File: config.mk
export PLATFORM = sky130hd
export DESIGN_NAME = operand_fetch
export DESIGN_NICKNAME = d
export VERILOG_FILES = /design/src/rtl/operand_fetch.sv
export SDC_FILE = /design/constraint.sdc
export NUM_CORES = 1
export LEC_CHECK = 0
export BUFFER_PORTS_ARGS = -buffer_cell sky130_fd_sc_hd__buf_2
export CAP_MARGIN = 20
export CORE_MARGIN = 2
export CORE_UTILIZATION = 46
export CTS_CLUSTER_DIAMETER = 120
export DETAILED_ROUTE_END_ITERATION = 12
export MAX_ROUTING_LAYER = met4
export PLACE_DENSITY_LB_ADDON = 0.12
export REMOVE_ABC_BUFFERS = 1
export SLEW_MARGIN = 15
export SYNTH_ARGS = -nofsm -noshare
export SYNTH_HDL_FRONTEND = slang
export SYNTH_SLANG_ARGS = --single-unit
File: constraint.sdc
create_clock -name clk -period 2.5 [get_ports clk]
set_clock_uncertainty 0.05 [all_clocks]
set_input_delay 0.5 -clock clk [delete_from_list [all_inputs] [get_ports clk]]
set_output_delay 0.5 -clock clk [all_outputs]
set_load 0.02 [all_outputs]
File: src/rtl/operand_fetch.sv
// Decode/operand-fetch stage ahead of the register file: RAW scoreboard, operand capture, issue bundle.
// Optional writeback-to-operand bypass is enabled by defining OPFETCH_BYPASS_EN.
module operand_fetch (
    input  logic        clk,
    input  logic        reset,
    input  logic        in_valid,
    output logic        in_ready,
    input  logic [31:0] in_instr,
    output logic [4:0]  rf_addr1,
    output logic [4:0]  rf_addr2,
    input  logic [31:0] rf_data1,
    input  logic [31:0] rf_data2,
    input  logic        wb_valid,
    input  logic [4:0]  wb_addr,
    input  logic [31:0] wb_data,
    output logic        out_valid,
    input  logic        out_ready,
    output logic [31:0] out_instr,
    output logic [31:0] out_op_a,
    output logic [31:0] out_op_b,
    output logic [4:0]  out_dest,
    output logic        out_we
);

    localparam logic [1:0] S_EMPTY = 2'd0;
    localparam logic [1:0] S_CHECK = 2'd1;
    localparam logic [1:0] S_VALID = 2'd2;

    logic [1:0]  r_state;
    logic [31:0] r_instr_q;
    logic [31:0] r_busy;
    logic [31:0] r_out_instr;
    logic [31:0] r_op_a;
    logic [31:0] r_op_b;
    logic [4:0]  r_dest;
    logic        r_we;

    logic [5:0]  w_op;
    logic [4:0]  w_rs;
    logic [4:0]  w_rt;
    logic [4:0]  w_rd;
    logic        w_uses_rt;
    logic        w_dest_rd;
    logic        w_dest_rt;
    logic [4:0]  w_dest;
    logic        w_we;
    logic        w_byp_a;
    logic        w_byp_b;
    logic        w_haz_a;
    logic        w_haz_b;
    logic        w_issue;
    logic        w_accept;
    logic [31:0] w_op_a;
    logic [31:0] w_op_b;
    logic [31:0] w_set;
    logic [31:0] w_clr;
    logic [1:0]  w_state_nxt;

    assign w_op = r_instr_q[31:26];
    assign w_rs = r_instr_q[25:21];
    assign w_rt = r_instr_q[20:16];
    assign w_rd = r_instr_q[15:11];

    assign w_uses_rt = (w_op == 6'h00) | (w_op == 6'h04) | (w_op == 6'h05) | (w_op == 6'h2B);
    assign w_dest_rd = (w_op == 6'h00);
    // ops 0x08..0x0F share op[5:3]==3'b001
    assign w_dest_rt = (w_op[5:3] == 3'b001) | (w_op == 6'h23);
    assign w_dest    = w_dest_rd ? w_rd : (w_dest_rt ? w_rt : 5'd0);
    assign w_we      = (w_dest_rd | w_dest_rt) & (w_dest != 5'd0);

`ifdef OPFETCH_BYPASS_EN
    assign w_byp_a = wb_valid & (wb_addr == w_rs) & (w_rs != 5'd0);
    assign w_byp_b = wb_valid & (wb_addr == w_rt) & (w_rt != 5'd0);
`else
    logic w_unused_wb_data;
    assign w_unused_wb_data = ^wb_data;
    assign w_byp_a = 1'b0;
    assign w_byp_b = 1'b0;
`endif

    // Hazards look only at registered busy; a bypass forwards the retiring value instead.
    assign w_haz_a  = (w_rs != 5'd0) & r_busy[w_rs] & ~w_byp_a;
    assign w_haz_b  = w_uses_rt & (w_rt != 5'd0) & r_busy[w_rt] & ~w_byp_b;
    assign w_issue  = (r_state == S_CHECK) & ~w_haz_a & ~w_haz_b;
    assign w_op_a   = w_byp_a ? wb_data : rf_data1;
    assign w_op_b   = w_byp_b ? wb_data : rf_data2;

    assign in_ready = (r_state == S_EMPTY) | ((r_state == S_VALID) & out_ready);
    assign w_accept = in_valid & in_ready;

    assign w_clr = wb_valid ? (32'd1 << wb_addr) : 32'd0;
    assign w_set = (w_issue & w_we) ? (32'd1 << w_dest) : 32'd0;

    always_comb begin
        w_state_nxt = r_state;
        case (r_state)
            S_EMPTY: if (in_valid) w_state_nxt = S_CHECK;
            S_CHECK: if (w_issue) w_state_nxt = S_VALID;
            S_VALID: if (out_ready) w_state_nxt = in_valid ? S_CHECK : S_EMPTY;
            default: w_state_nxt = S_EMPTY;
        endcase
    end

    always_ff @(posedge clk or negedge reset) begin
        if (!reset) begin
            r_state     <= S_EMPTY;
            r_instr_q   <= 32'd0;
            r_busy      <= 32'd0;
            r_out_instr <= 32'd0;
            r_op_a      <= 32'd0;
            r_op_b      <= 32'd0;
            r_dest      <= 5'd0;
            r_we        <= 1'b0;
        end else begin
            r_state <= w_state_nxt;
            // set after clear so a same-cycle issue keeps the register busy
            r_busy  <= (r_busy & ~w_clr) | w_set;
            if (w_accept) r_instr_q <= in_instr;
            if (w_issue) begin
                r_out_instr <= r_instr_q;
                r_op_a      <= w_op_a;
                r_op_b      <= w_op_b;
                r_dest      <= w_dest;
                r_we        <= w_we;
            end
        end
    end

    assign rf_addr1  = w_rs;
    assign rf_addr2  = w_rt;
    assign out_valid = (r_state == S_VALID);
    assign out_instr = r_out_instr;
    assign out_op_a  = r_op_a;
    assign out_op_b  = r_op_b;
    assign out_dest  = r_dest;
    assign out_we    = r_we;

endmodule

---- Yosys cells after proc, flatten, opt, wreduce, memory -nomap -nowiden ----
Index checks and enable logic that the tools add are counted.
W data, S select, Z words.
word-level totals
  input port bits ......................... 138
  flip-flop bits (word level) ............. 168
  output and inout port bits .............. 114
cells by class
  muxes and demuxes ....................... 13
  $lt $le $gt $ge ......................... 2
  shift-type cells ........................ 2
  reductions and logical operators ........ 6
  bitwise gates (word level) .............. 20
  equal/unequal tests ..................... 10
operators with widths
  cell                    number
  $mux W32                2
  $shl A1 B5 Y32 const A  2
  $and A32 B32 Y32        1
  $not A32 Y32            1
  $or A32 B32 Y32         1
  $reduce_bool A5 Y1      3
  $eq A6 B3 Y1 const B    2
  $eq A6 B6 Y1 const B    2
  $lt A5 B6 Y1 const B    2
  $bmux W1 S5             2
  $mux W5                 2
  $and A1 B1 Y1           9
  $logic_not A6 Y1        1
  $mux W2                 3
  $or A1 B1 Y1            6
  $pmux W2 S3             1
  $ne A2 B2 Y1 const B    2
  $eq A3 B1 Y1 const B    1
  $mux W1                 3
  $reduce_and A3 Y1       1
  $eq A2 B1 Y1 const B    1
  $eq A2 B2 Y1 const B    1
  $logic_not A2 Y1        1
  $ne A2 B1 Y1 const B    1
  $not A1 Y1              2

---- Depth between registers and ports, before layout ----
  depth after elaboration ................. 11
  mapped depth ............................ 10
  mapped depth without buffers ............ 6

---- Worst setup path after synthesis ----
No wires, ideal clock.
  kind .................................... reg-to-reg
  start point ............................. register r_instr_q[17]
  end point ............................... register r_out_instr[28] (netlist: out_instr[28])
  arrival time ............................ 2,497 ps
  setup time .............................. 125 ps
  setup slack ............................. -172 ps
  path buffers ............................ 4
  cell stages (with the launch flop) ...... 11
  clock period less this slack ............ 2,672 ps
  path through ............................ dfrtp_1 > buf_2 > clkbuf_1 > mux4_2 > nand3_1 > a31oi_1 > o211ai_1 > nand2_1 > buf_6 > buf_4 > mux2_4
on the way
  word-level cells in the longest chain between the ends .. 5
  elaborated cells between the ends (all ways) .. 7
  those cells by class .................... 2 x mux; 4 x bitwise; 1 x reduce/logical
ends and longest elaborated chain
  item                                                            line  RTL
  from (decl)                                                     30    logic [31:0] r_instr_q;
  from (signal assigned)                                          118   if (w_accept) r_instr_q <= in_instr;
  $bmux W1 S5 or $reduce_bool A5 Y1 (tied branches)               83    assign w_haz_b = w_uses_rt & (w_rt != 5'd0) & r_busy[w_rt] & ~w_byp_b;
  $mux W1 (implied by the code) or $and A1 B1 Y1 (tied branches)  83
  $and A1 B1 Y1 (*)                                               83
  $not A1 Y1 (*)                                                  84    assign w_issue = (r_state == S_CHECK) & ~w_haz_a & ~w_haz_b;
  $and A1 B1 Y1 (*)                                               84
  to (signal assigned)                                            120   r_out_instr <= r_instr_q;
  to (decl)                                                       32    logic [31:0] r_out_instr;
Mark *: on every way between the ends. The rest lies on a longest branch, timed or not. The select of a mux whose other input is x is not followed.
A chain may end at the register's enable or synchronous reset.

---- Worst setup path in the final report ----
  start point ............................. register r_instr_q[21]
  end point ............................... register r_op_a[22] (netlist: out_op_a[22])
on the way
  word-level cells in the longest chain between the ends .. 6
  elaborated cells between the ends (all ways) .. 7
  those cells by class .................... 2 x mux; 4 x bitwise; 1 x reduce/logical
ends and longest elaborated chain
  item                             line  RTL
  $bmux W1 S5                      82    assign w_haz_a = (w_rs != 5'd0) & r_busy[w_rs] & ~w_byp_a;
  $mux W1 (implied by the code)    82
  $and A1 B1 Y1 (*)                82
  $not A1 Y1 (*)                   84
  $and A1 B1 Y1 (*) (2 in series)  84
  to (signal assigned)             121   r_op_a <= w_op_a;
  to (decl)                        33    logic [31:0] r_op_a;
Marked as above.

==> summary.md <==
| Metric | Value |
|---|---|
| Status | finished, violations left |
| Failing checks | negative setup slack |
| Final instance area | 10550 µm² |
| R2R Path End | out_op_a[22] |
| Final worst-path cycle share | 109.5% |
| WHS | 0.2133 ns |
| Total CTS buffers | 17 |
| Crit-path max FO | 16 |
| Max Root-Sink Buffers | 2 |
| Max stage delay on crit path | 0.49 ns |
| HPWL Detailed | 14050 µm |
| Post-Syn Instances | 541 |
| Worst Reg2Reg Path Length in Cells | 10 |
| # rows | 47 |
| Root Driver | clkbuf_16 |
| Post-synth cell types | 47 |
| Critical Path Source Type | register |
| Worst Hold Endpoint | r_state[1] |
| Layout area overhead | 37.13% |
| Worst slack at placement | -0.2848 ns |
| CP Cell Sequence | buf_6 > mux4_2 > mux2_4 > and3_4 > a2111oi_4 > buf_6 > nand2_4 > buf_6 > buf_16 > mux2_4 |
| IO buf count | 219 |
| First-pass GRT wire length | 32130 µm |
| Core Box Area | 16470 µm² |
| Later-pin clock latency in the skew report | 0.43 ns |
| Final WL | 21360 µm |
| Total GRT Usage | 24.39% |
| Reg area | 4205 µm² |
| Chip Width | 133.3 µm |
| Post-route setup TNS | -23.00 ns |
| Number of synthesized flops with an enable pin | 0 |
| Top_reg_cell synth | dfrtp_1 |
| Arrival time worst endpoint | 3.00 ns |
| Fin crit period | 2.737 ns |
| Multi-input gate area | 3501 µm² |
| TritonCTS sink count | 168 |
| Hold Vio Cnt, Final | 0 |
| Vias | 5602 |
| TritonCTS clock tree | done |
| Unrepaired setup endpoints after global routing | true |
| Crit end category | register |
| Relative slew slack | 59.08% |
| Worst-path clk slew | 0.07 ns |
| Final slew viol count | 0 |
| R2R Path Start | r_instr_q[21] |
| Most frequent cells in the layout | buf_2, dfrtp_1, mux2_4 |
| Register area share after synthesis | 54.64% |
| Initial DRC Count | 347 |
| RePlAce Congestion | 0.8953 |
| Final #Nets | 946 |
| HP Start | out_ready |
| Critical Path RT | 2.76 ns |
| Chip height | 133.3 µm |
| Final WS setup | -0.2373 ns |
| Highest Clock Rate | 365.3 MHz |
| Top cell by count, worst path | buf_6 |
| Drt pass-1 iters | 4 |
| Hold path cells | 2 |
| Mean Syn Cell Area | 14.22 µm² |
| # DRC | 0 |
| R2R Setup Slk | -0.24 ns |
| DR vias/cell | 5.376 |
| Worst hold path class | in2reg |
| Largest net degree at the start of global routing | 52 |
| ANT nets after route | 0 |
| Most common cell after layout, fill and taps aside | buf_2 |
| H-tree depth | 4 |
| Placed cell areas | 9206 µm² |
| Crit Path Category | reg2reg |
| Top Ports | 252 |
| Setup violators final | 134 |
| Number of global-route vias before repair | 5697 |
| Power Density | 1621 nW/µm² |
| Fillers | 1288 |
| Starting Density | 46.72% |
| Max VDD drop | 0.6716 mV |
| Mapped Area | 7694 µm² |
| WL per Instance | 20.49 µm |
| Slew @ Worst Pin | 0.6098 ns |
| GR Overflow Total | 0 |
| Die area | 17780 µm² |
| P_leak | 5.131 nW |
| Async S/R FF share, synth | 100.0% |
| CP max stage cell | mux4_2 |
| Layout cells sized above 1 | 60.37% |
| Ys Warns | 0 |
| Max-cap violations | 0 |
| Initial antenna violation count | 2 |
| #FFs+latches synth | 168 |
## critical path: cells and delay by family, from the launching register on
kind                   cells  cell delay, ns
AOI/OAI and AO/OA          1            0.22
DFF                        1            0.38
buffers and inverters      4            0.63
and+or+nand+nor            2            0.29
muxes                      3            1.07
## cells in the mapped netlist (all sizes together), types with 7 or more instances
cell type	n	share of area [%]
clkbuf	11	0.55
buf	27	3.0
mux2	132	24
o31ai	17	1.7
o21ai	55	3.6
inv	7	0.34
nand2	26	1.3
a21oi	8	0.52
mux4	11	3.2
nand2b	8	0.65
nor2b	8	0.65
nor2	7	0.34
dfrtp	168	55
## layer usage
metal  GRT usage, %  vias up  wire, µm
li1               -     2521         -
met1          32.55     2824      9429
met2          38.06      228     10300
met3          4.528       29      1206
met4          7.861        0       422
met5              -        -         0
## logic make-up (layout without fill, tap and decap cells)
family | count (synthesis) | count (layout) | share of synthesized area, %
flip-flops | 168 | 168 | 54.64
multiplexers | 149 | 149 | 27.81
AO/OA/AOI/OAI | 104 | 104 | 8.620
AND/OR/NAND/NOR | 75 | 76 | 5.058
buffers and inverters | 45 | 323 | 3.871
other | 0 | 2 | 0
## repair_timing
action,in CTS,in global routing
gates cloned,9,4
gates resized for setup,50,36
buffers inserted,9,3
setup endpoints to repair,135,135
pin swaps,9,18
hold buffers,1,0
hold endpoints to repair,42,0
## flip-flops by register name, summed over array words and instances, names as in the netlist
name       cells
r_state        2
r_busy        32
out_we         1
out_op_b      32
out_op_a      32
out_instr     32
out_dest       5
r_instr_q     32
## final cells by class
| cell class | instances | area share, % |
|---|---|---|
| Inverter | 7 | 0.2491 |
| Clock inverter | 13 | 1.281 |
| Clock buffer | 18 | 4.068 |
| Tap cell | 220 | 2.609 |
| Sequential cell | 168 | 39.86 |
| Multi-Input combinational cell | 329 | 33.18 |
| Antenna cell | 2 | 0.04744 |
| Timing Repair Buffer | 285 | 18.70 |
## worst max path at each step
stage / from / cells past startpoint / to
3_5_place_dp: r_instr_q[21] / 8 / out_op_b[31]
2_1_floorplan: r_instr_q[21] / 6 / out_dest[0]
4_1_cts: r_instr_q[21] / 10 / out_op_a[11]
5_1_grt: r_instr_q[21] / 10 / out_op_a[27]
3_3_place_gp: r_instr_q[21] / 8 / out_op_a[25]
6_report: r_instr_q[21] / 10 / out_op_a[22]
## metrics by stage
| step | power, mW | cells | utilization [%] |
|---|---|---|---|
| after floorplan | 9.379 | 503 | - |
| after global placement | 12.58 | 985 | 55.91 |
| after detailed placement | 12.75 | 985 | 55.91 |
| after CTS | 16.58 | 1034 | 62.34 |
| after global routing | 17.94 | 1042 | 64.07 |
| final | 17.10 | 1042 | 64.07 |
## power by group
group | switching [mW] | internal, mW
Sequential | 0.887 | 4.04
Combinational | 4.54 | 5.10
Clock | 1.15 | 1.39
Total | 6.57 | 10.5
No activity file was read; power rests on OpenSTA's default activity.
